### src/rtl/clk_div_monitor_if.sv
// Bundle of control inputs and measurement outputs for the divided-clock monitor.
// The bench or the surrounding logic drives the master side; the monitor is the slave side.
interface clk_div_monitor_if #(
    parameter int CNT_W = 8
);
    logic             enable;
    logic             div_in;
    logic             clr_err;
    logic [CNT_W-1:0] period;
    logic [CNT_W-1:0] high_time;
    logic             period_vld;
    logic             locked;
    logic             err;
    logic [7:0]       err_cnt;

    modport master (
        output enable, div_in, clr_err,
        input  period, high_time, period_vld, locked, err, err_cnt
    );

    modport slave (
        input  enable, div_in, clr_err,
        output period, high_time, period_vld, locked, err, err_cnt
    );
endinterface

### src/rtl/clk_div_monitor.sv
// Receive-side checker for a clk-synchronous divided clock.
// Finds rising edges of div_in, measures period and high time between edges,
// declares lock after LOCK_CNT consecutive periods of exactly DIV_N cycles,
// and flags ratio errors or stalls (no edge within 2*DIV_N cycles) while locked.
module clk_div_monitor #(
    parameter int DIV_N    = 5,
    parameter int CNT_W    = 8,
    parameter int LOCK_CNT = 4
) (
    input  logic             clk,
    input  logic             rst_n,
    clk_div_monitor_if.slave bus
);

    typedef enum logic [1:0] {
        S_IDLE,
        S_ACQUIRE,
        S_MEASURE,
        S_LOCKED
    } state_t;

    localparam int               GW          = $clog2(LOCK_CNT + 1);
    localparam logic [CNT_W-1:0] C_PERIOD    = CNT_W'(DIV_N);
    localparam logic [CNT_W-1:0] C_STALL     = CNT_W'(2 * DIV_N);
    localparam logic [GW-1:0]    C_LOCK_LAST = GW'(LOCK_CNT - 1);

    state_t           r_state;
    state_t           w_next_state;
    logic             r_div_q;
    logic [CNT_W-1:0] r_cnt;
    logic [CNT_W-1:0] r_hcnt;
    logic [GW-1:0]    r_good_cnt;
    logic [CNT_W-1:0] r_period;
    logic [CNT_W-1:0] r_high_time;
    logic             r_period_vld;
    logic             r_locked;
    logic             r_err;
    logic [7:0]       r_err_cnt;

    logic             w_rise;
    logic             w_tracking;
    logic             w_good;
    logic             w_stall;
    logic             w_vld_nxt;
    logic             w_lock_hit;
    logic             w_err_nxt;

    assign w_rise = bus.div_in && !r_div_q;

    // State register: holds the acquisition/lock state of the monitor.
    // NOTE: sequential state uses non-blocking (<=) so every flop samples pre-edge values.
    always_ff @(posedge clk or negedge rst_n) begin
        if (!rst_n) begin
            r_state <= S_IDLE;
        end else begin
            r_state <= w_next_state;
        end
    end

    // Next-state logic: enable low forces IDLE from anywhere.
    // NOTE: the default assignment first keeps this block free of inferred latches.
    always_comb begin
        w_next_state = r_state;
        if (!bus.enable) begin
            w_next_state = S_IDLE;
        end else begin
            case (r_state)
                S_IDLE:    w_next_state = S_ACQUIRE;
                S_ACQUIRE: if (w_rise) w_next_state = S_MEASURE;
                S_MEASURE: begin
                    if (w_stall)         w_next_state = S_ACQUIRE;
                    else if (w_lock_hit) w_next_state = S_LOCKED;
                end
                S_LOCKED: begin
                    if (w_stall)                  w_next_state = S_ACQUIRE;
                    else if (w_rise && !w_good)   w_next_state = S_MEASURE;
                end
                default:   w_next_state = S_IDLE;
            endcase
        end
    end

    // Output decode: which pulses and status changes the current cycle produces.
    always_comb begin
        w_tracking = bus.enable && ((r_state == S_MEASURE) || (r_state == S_LOCKED));
        w_good     = (r_cnt == C_PERIOD);
        w_stall    = w_tracking && !w_rise && (r_cnt == C_STALL);
        w_vld_nxt  = w_tracking && w_rise;
        w_lock_hit = w_vld_nxt && (r_state == S_MEASURE) && w_good && (r_good_cnt == C_LOCK_LAST);
        w_err_nxt  = (r_state == S_LOCKED) && ((w_vld_nxt && !w_good) || w_stall);
    end

    // Edge sampler plus period, high-time and good-period counters.
    always_ff @(posedge clk or negedge rst_n) begin
        if (!rst_n) begin
            r_div_q    <= 1'b0;
            r_cnt      <= '0;
            r_hcnt     <= '0;
            r_good_cnt <= '0;
        end else begin
            r_div_q <= bus.div_in;
            if (!bus.enable || (r_state == S_IDLE)) begin
                r_cnt      <= '0;
                r_hcnt     <= '0;
                r_good_cnt <= '0;
            end else if (r_state == S_ACQUIRE) begin
                r_cnt      <= w_rise ? CNT_W'(1) : '0;
                r_hcnt     <= w_rise ? CNT_W'(1) : '0;
                r_good_cnt <= '0;
            end else if (w_stall) begin
                r_cnt      <= '0;
                r_hcnt     <= '0;
                r_good_cnt <= '0;
            end else if (w_rise) begin
                // The rise cycle is itself high, so both counts restart at 1.
                r_cnt  <= CNT_W'(1);
                r_hcnt <= CNT_W'(1);
                if (!w_good)                     r_good_cnt <= '0;
                else if (r_state == S_MEASURE)   r_good_cnt <= r_good_cnt + GW'(1);
            end else begin
                r_cnt  <= r_cnt + CNT_W'(r_cnt != '1);
                r_hcnt <= r_hcnt + CNT_W'(bus.div_in && (r_hcnt != '1));
            end
        end
    end

    // Registered measurement outputs, status and single-cycle pulses.
    always_ff @(posedge clk or negedge rst_n) begin
        if (!rst_n) begin
            r_period     <= '0;
            r_high_time  <= '0;
            r_period_vld <= 1'b0;
            r_locked     <= 1'b0;
            r_err        <= 1'b0;
        end else begin
            if (w_vld_nxt) begin
                r_period    <= r_cnt;
                r_high_time <= r_hcnt;
            end
            r_period_vld <= w_vld_nxt;
            r_locked     <= (w_next_state == S_LOCKED);
            r_err        <= w_err_nxt;
        end
    end

    // Saturating error counter; a clear coinciding with an error leaves one error counted.
    always_ff @(posedge clk or negedge rst_n) begin
        if (!rst_n) begin
            r_err_cnt <= '0;
        end else if (bus.clr_err) begin
            r_err_cnt <= {7'd0, w_err_nxt};
        end else if (w_err_nxt && (r_err_cnt != 8'hFF)) begin
            r_err_cnt <= r_err_cnt + 8'd1;
        end
    end

    assign bus.period     = r_period;
    assign bus.high_time  = r_high_time;
    assign bus.period_vld = r_period_vld;
    assign bus.locked     = r_locked;
    assign bus.err        = r_err;
    assign bus.err_cnt    = r_err_cnt;

endmodule

### src/flat_wrapper.sv
// flat-port wrapper written by rule: the top's interface ports become plain ports
module clk_div_monitor_flat 
#(
    parameter int DIV_N    = 5,
    parameter int CNT_W    = 8,
    parameter int LOCK_CNT = 4
)
  (clk, rst_n, bus_enable, bus_div_in, bus_clr_err, bus_period, bus_high_time, bus_period_vld, bus_locked, bus_err, bus_err_cnt);
  clk_div_monitor_if #(.CNT_W(CNT_W)) bus_i ();
  input  logic clk;
  input  logic rst_n;
  input wire logic [$bits(bus_i.enable)-1:0] bus_enable;
  input wire logic [$bits(bus_i.div_in)-1:0] bus_div_in;
  input wire logic [$bits(bus_i.clr_err)-1:0] bus_clr_err;
  output wire logic [$bits(bus_i.period)-1:0] bus_period;
  output wire logic [$bits(bus_i.high_time)-1:0] bus_high_time;
  output wire logic [$bits(bus_i.period_vld)-1:0] bus_period_vld;
  output wire logic [$bits(bus_i.locked)-1:0] bus_locked;
  output wire logic [$bits(bus_i.err)-1:0] bus_err;
  output wire logic [$bits(bus_i.err_cnt)-1:0] bus_err_cnt;
  assign bus_i.enable = bus_enable;
  assign bus_i.div_in = bus_div_in;
  assign bus_i.clr_err = bus_clr_err;
  assign bus_period = bus_i.period;
  assign bus_high_time = bus_i.high_time;
  assign bus_period_vld = bus_i.period_vld;
  assign bus_locked = bus_i.locked;
  assign bus_err = bus_i.err;
  assign bus_err_cnt = bus_i.err_cnt;
  clk_div_monitor #(.DIV_N(DIV_N), .CNT_W(CNT_W), .LOCK_CNT(LOCK_CNT)) u_core (.clk(clk), .rst_n(rst_n), .bus(bus_i));
endmodule
### config.mk
export PLATFORM = sky130hd
export DESIGN_NAME = clk_div_monitor_flat
export DESIGN_NICKNAME = d
export VERILOG_FILES = /design/src/rtl/clk_div_monitor_if.sv /design/src/rtl/clk_div_monitor.sv /design/src/flat_wrapper.sv
export SDC_FILE = /design/constraint.sdc
export NUM_CORES = 1
export LEC_CHECK = 0
export CAP_MARGIN = 15
export CORE_MARGIN = 3
export CORE_UTILIZATION = 45
export DETAILED_ROUTE_END_ITERATION = 6
export PLACE_DENSITY = 0.78
export SKIP_LAST_GASP = 1
export SYNTH_ARGS = -nofsm -noshare
export SYNTH_HDL_FRONTEND = slang
export SYNTH_SLANG_ARGS = --single-unit
export TNS_END_PERCENT = 5
### constraint.sdc
create_clock -name clk -period 5.9 [get_ports clk]
set_input_delay 0.885 -clock clk [delete_from_list [all_inputs] [get_ports clk]]
set_output_delay 0.885 -clock clk [all_outputs]
set_load 0.005 [all_outputs]
==> impl_metrics.tcl <==
set metrics [dict create \
    hold_slack_ps 476.3 \
    detailed_place_hpwl_um 2790 \
    crit_path_start_kind "primary input" \
    grt_first_pass_wirelength_um 7486 \
    floorplan.die.height_um 76.77 \
    cts.reportedPaths.clkPinSlew_ps 90 \
    groute.layer.met3.usage_pct 2.817 \
    globalRouteOverflowTotal 0 \
    antenna_cells_inserted 0 \
    clock_root_buffer "sky130_fd_sc_hd__clkbuf_8" \
    post-route-period-util_pct 49.50 \
    post-cts-setup-buffer-count 0 \
    cts.path.max_buffers 2 \
    num_rows 25 \
    pwr_density_cell_mw_per_mm2 222.6 \
    average_wire_length_per_cell_after_detail_routing_um 12.65 \
    design.portCount 32 \
    min_period_ps 2920 \
    power.leakage_uw 0.001272 \
    cts.htree.levels 2 \
    clock_sinks 49 \
    total_power_consumption_of_the_routed_design_uw 608.0 \
    area_delta_synth_final_pct 21.21 \
    post_cts_resized 0 \
    cts_hold_buf 0 \
    post_synthesis_instance_area_mm2 0.002253 \
    die_width_um 76.77 \
    route.vias.total 1697 \
    route.detailed.vias_per_inst 5.142 \
    grt_setup_unrepaired "false" \
    use_met2_pct 26.05 \
    layout_common_cells "sky130_fd_sc_hd__nand2_1 (59), sky130_fd_sc_hd__dfrtp_1 (49), sky130_fd_sc_hd__clkdlybuf4s50_1 (30)" \
    dp.cells 322 \
    ys_types 36 \
    initial_utilization_pct 47.08 \
    finalNonFillerCells 330 \
    core_mm2 0.004786 \
    grt_start_max_net_pins 50 \
    clock-skew-final_ps 7.063 \
    cts_tree "built" \
    final.setup.tns_ps 0 \
    timing_worst_slew_pin_value_ps 1051 \
    synth-seq-cells 49 \
    grt_pass1_vias 1661 \
    outcome "finished clean" \
    cts_buffers 5 \
    synth_warnings 0 \
    critical_path_peak_fanout 18 \
    synth.avg_cell_area_um2 9.840 \
    global_routing_usage_on_met1_pct 20.09 \
    critical_path_required_ps 6140 \
    gp_routability_congestion 0.8514 \
    routed_wl_um 4174 \
    report.final.hold_viol_count 0 \
    antenna_left 0 \
    max-slew-margin-rel_pct 29.96 \
    final_nets 274 \
    placed_area_mm2 0.002616 \
    clock.fmax_mhz 342.4 \
    critical_path_arrival_ps 3160 \
    sequential_fraction_of_the_synthesis_area_pct 54.41 \
    setup.worst_path.class "in2reg" \
    layout.cells.most_common "sky130_fd_sc_hd__nand2_1" \
    maxCapViolations 0 \
    max_vdd_drop_mv 0.1216 \
    synth_cells 229 \
    final-max-slew-violation-count 0 \
    worst_skew_pair.late_latency_ps 310 \
    grt_antenna_before_repair 0 \
    mappedNetlistNets 241 \
    timing.critical_path.to_type "register" \
    busiest_layer "met2" \
    final_cell_area_mm2 0.002731 \
    total_routing_usage_reported_by_global_routing_pct 15.74 \
    drt_iter0_markers 111 \
    firstDrtPassIters 4 \
    final_layout_size_suffix_gt1_share_pct 7.224 \
    place.port_buffers 31 \
    drc 0 \
    fp.dieArea_mm2 0.005893 \
    min-delay-path-class "reg2reg" \
    setup_viol 0 \
]
worst paths after layout:
| path | slack [ps] | from | cells past startpoint | to |
|---|---|---|---|---|
| worst max-delay path | 2980 | bus_enable | 6 | u_core.bus.err_cnt[7]$_DFFE_PN0P_ |
| worst min-delay path | 480 | u_core.bus.period[4]$_DFFE_PN0N_ | 2 | u_core.bus.period[4]$_DFFE_PN0N_ |
| worst max register to register | 3630 | u_core.r_div_q$_DFF_PN0_ | 5 | u_core.bus.err_cnt[7]$_DFFE_PN0P_ |
| worst min register to register | 480 | u_core.bus.period[4]$_DFFE_PN0N_ | 2 | u_core.bus.period[4]$_DFFE_PN0N_ |
| max in group asynchronous | 4500 | rst_n | 1 | u_core.r_div_q$_DFF_PN0_ |
| min in group asynchronous | 760 | rst_n | 1 | u_core.r_good_cnt[0]$_DFFE_PN0P_ |
final cells by class:
| type | count | area, µm² |
|---|---|---|
| flip-flops and latches | 49 | 1226 |
| inverters | 7 | 26.28 |
| clock buffers | 5 | 68.82 |
| well taps | 67 | 83.83 |
| repair buffers | 31 | 305.3 |
| fillers | 423 | 2054 |
| multi-input cells | 168 | 974.7 |
| clock inverters | 3 | 46.29 |
layer usage:
metal | share of wire (%) | up-vias
met5 | 0 | -
met4 | 2.0 | 0
met3 | 4.0 | 8
met2 | 47 | 43
met1 | 47 | 809
li1 | - | 837
cells by family after synthesis:
group,Yosys count,synth area share [%]
AND/OR/NAND/NOR,121,26.37
flip-flops,49,54.41
AO/OA/AOI/OAI,25,6.885
XOR/XNOR,12,4.664
buffers and inverters,12,2.332
adder cells (fa/ha/maj),7,3.887
multiplexers,3,1.444
report_power, final:
group,switching [µW],internal [µW],leakage (µW)
combinational,14.6,8.24,0.000539
clock,117,127,0.0000543
sequential,2.59,339,0.000679
state kept, by name, indices dropped and copies added, names as in the netlist:
| register | cells |
|---|---|
| u_core.bus.err_cnt | 8 |
| u_core.bus.high_time | 8 |
| u_core.bus.period | 8 |
| u_core.r_cnt | 8 |
| u_core.r_hcnt | 8 |
| u_core.r_good_cnt | 3 |
| u_core.r_state | 2 |
| u_core.bus.err | 1 |
| u_core.bus.locked | 1 |
| u_core.bus.period_vld | 1 |
| u_core.r_div_q | 1 |
through the flow:
step,utilization [%],setup slack [ps]
after global routing,57.07,2763
after floorplan,-,3651
after CTS,57.07,2953
final,57.07,2980
after global placement,54.67,2701
after detailed placement,54.67,2612
cell usage after synthesis:
cell	count	area share [%]
sky130_fd_sc_hd__and2_1	2	0.56
sky130_fd_sc_hd__nor2b_1	3	0.83
sky130_fd_sc_hd__nand4_2	1	0.56
sky130_fd_sc_hd__and3_1	4	1.1
sky130_fd_sc_hd__or3_1	4	1.1
sky130_fd_sc_hd__nor3b_1	2	0.67
sky130_fd_sc_hd__buf_6	1	0.50
sky130_fd_sc_hd__a32o_1	2	0.89
sky130_fd_sc_hd__nand2b_1	3	0.83
sky130_fd_sc_hd__nand4_1	3	0.83
sky130_fd_sc_hd__nand4b_2	1	0.67
sky130_fd_sc_hd__xnor2_1	2	0.78
sky130_fd_sc_hd__a31oi_1	1	0.28
sky130_fd_sc_hd__nand2_1	59	9.8
sky130_fd_sc_hd__a21oi_1	7	1.6
sky130_fd_sc_hd__and4bb_2	2	1.1
sky130_fd_sc_hd__and3_2	2	0.67
sky130_fd_sc_hd__clkinv_1	1	0.17
sky130_fd_sc_hd__nand3_1	14	3.1
sky130_fd_sc_hd__a211o_1	1	0.39
sky130_fd_sc_hd__buf_1	1	0.17
sky130_fd_sc_hd__a21o_1	1	0.33
sky130_fd_sc_hd__clkbuf_1	3	0.50
sky130_fd_sc_hd__o21a_1	3	1.0
sky130_fd_sc_hd__dfrtp_1	49	54
sky130_fd_sc_hd__nor3_1	1	0.22
sky130_fd_sc_hd__a211o_2	1	0.44
sky130_fd_sc_hd__xor2_1	10	3.9
sky130_fd_sc_hd__o21ai_0	9	2.0
sky130_fd_sc_hd__inv_1	6	1.0
sky130_fd_sc_hd__nor2_1	18	3.0
sky130_fd_sc_hd__nor4_4	1	0.94
sky130_fd_sc_hd__mux2i_1	1	0.44
sky130_fd_sc_hd__ha_1	7	3.9
sky130_fd_sc_hd__mux2_2	2	1.0
sky130_fd_sc_hd__nand3b_1	1	0.33
critical path, cell delays in order:
cell and delay [ps]:
sky130_fd_sc_hd__clkdlybuf4s50_1 560, sky130_fd_sc_hd__nand4b_2 460, sky130_fd_sc_hd__a21o_1 330, sky130_fd_sc_hd__a211o_1 410, sky130_fd_sc_hd__or3_1 370, sky130_fd_sc_hd__a21oi_1 140
Power figures use the tool's default switching activity.
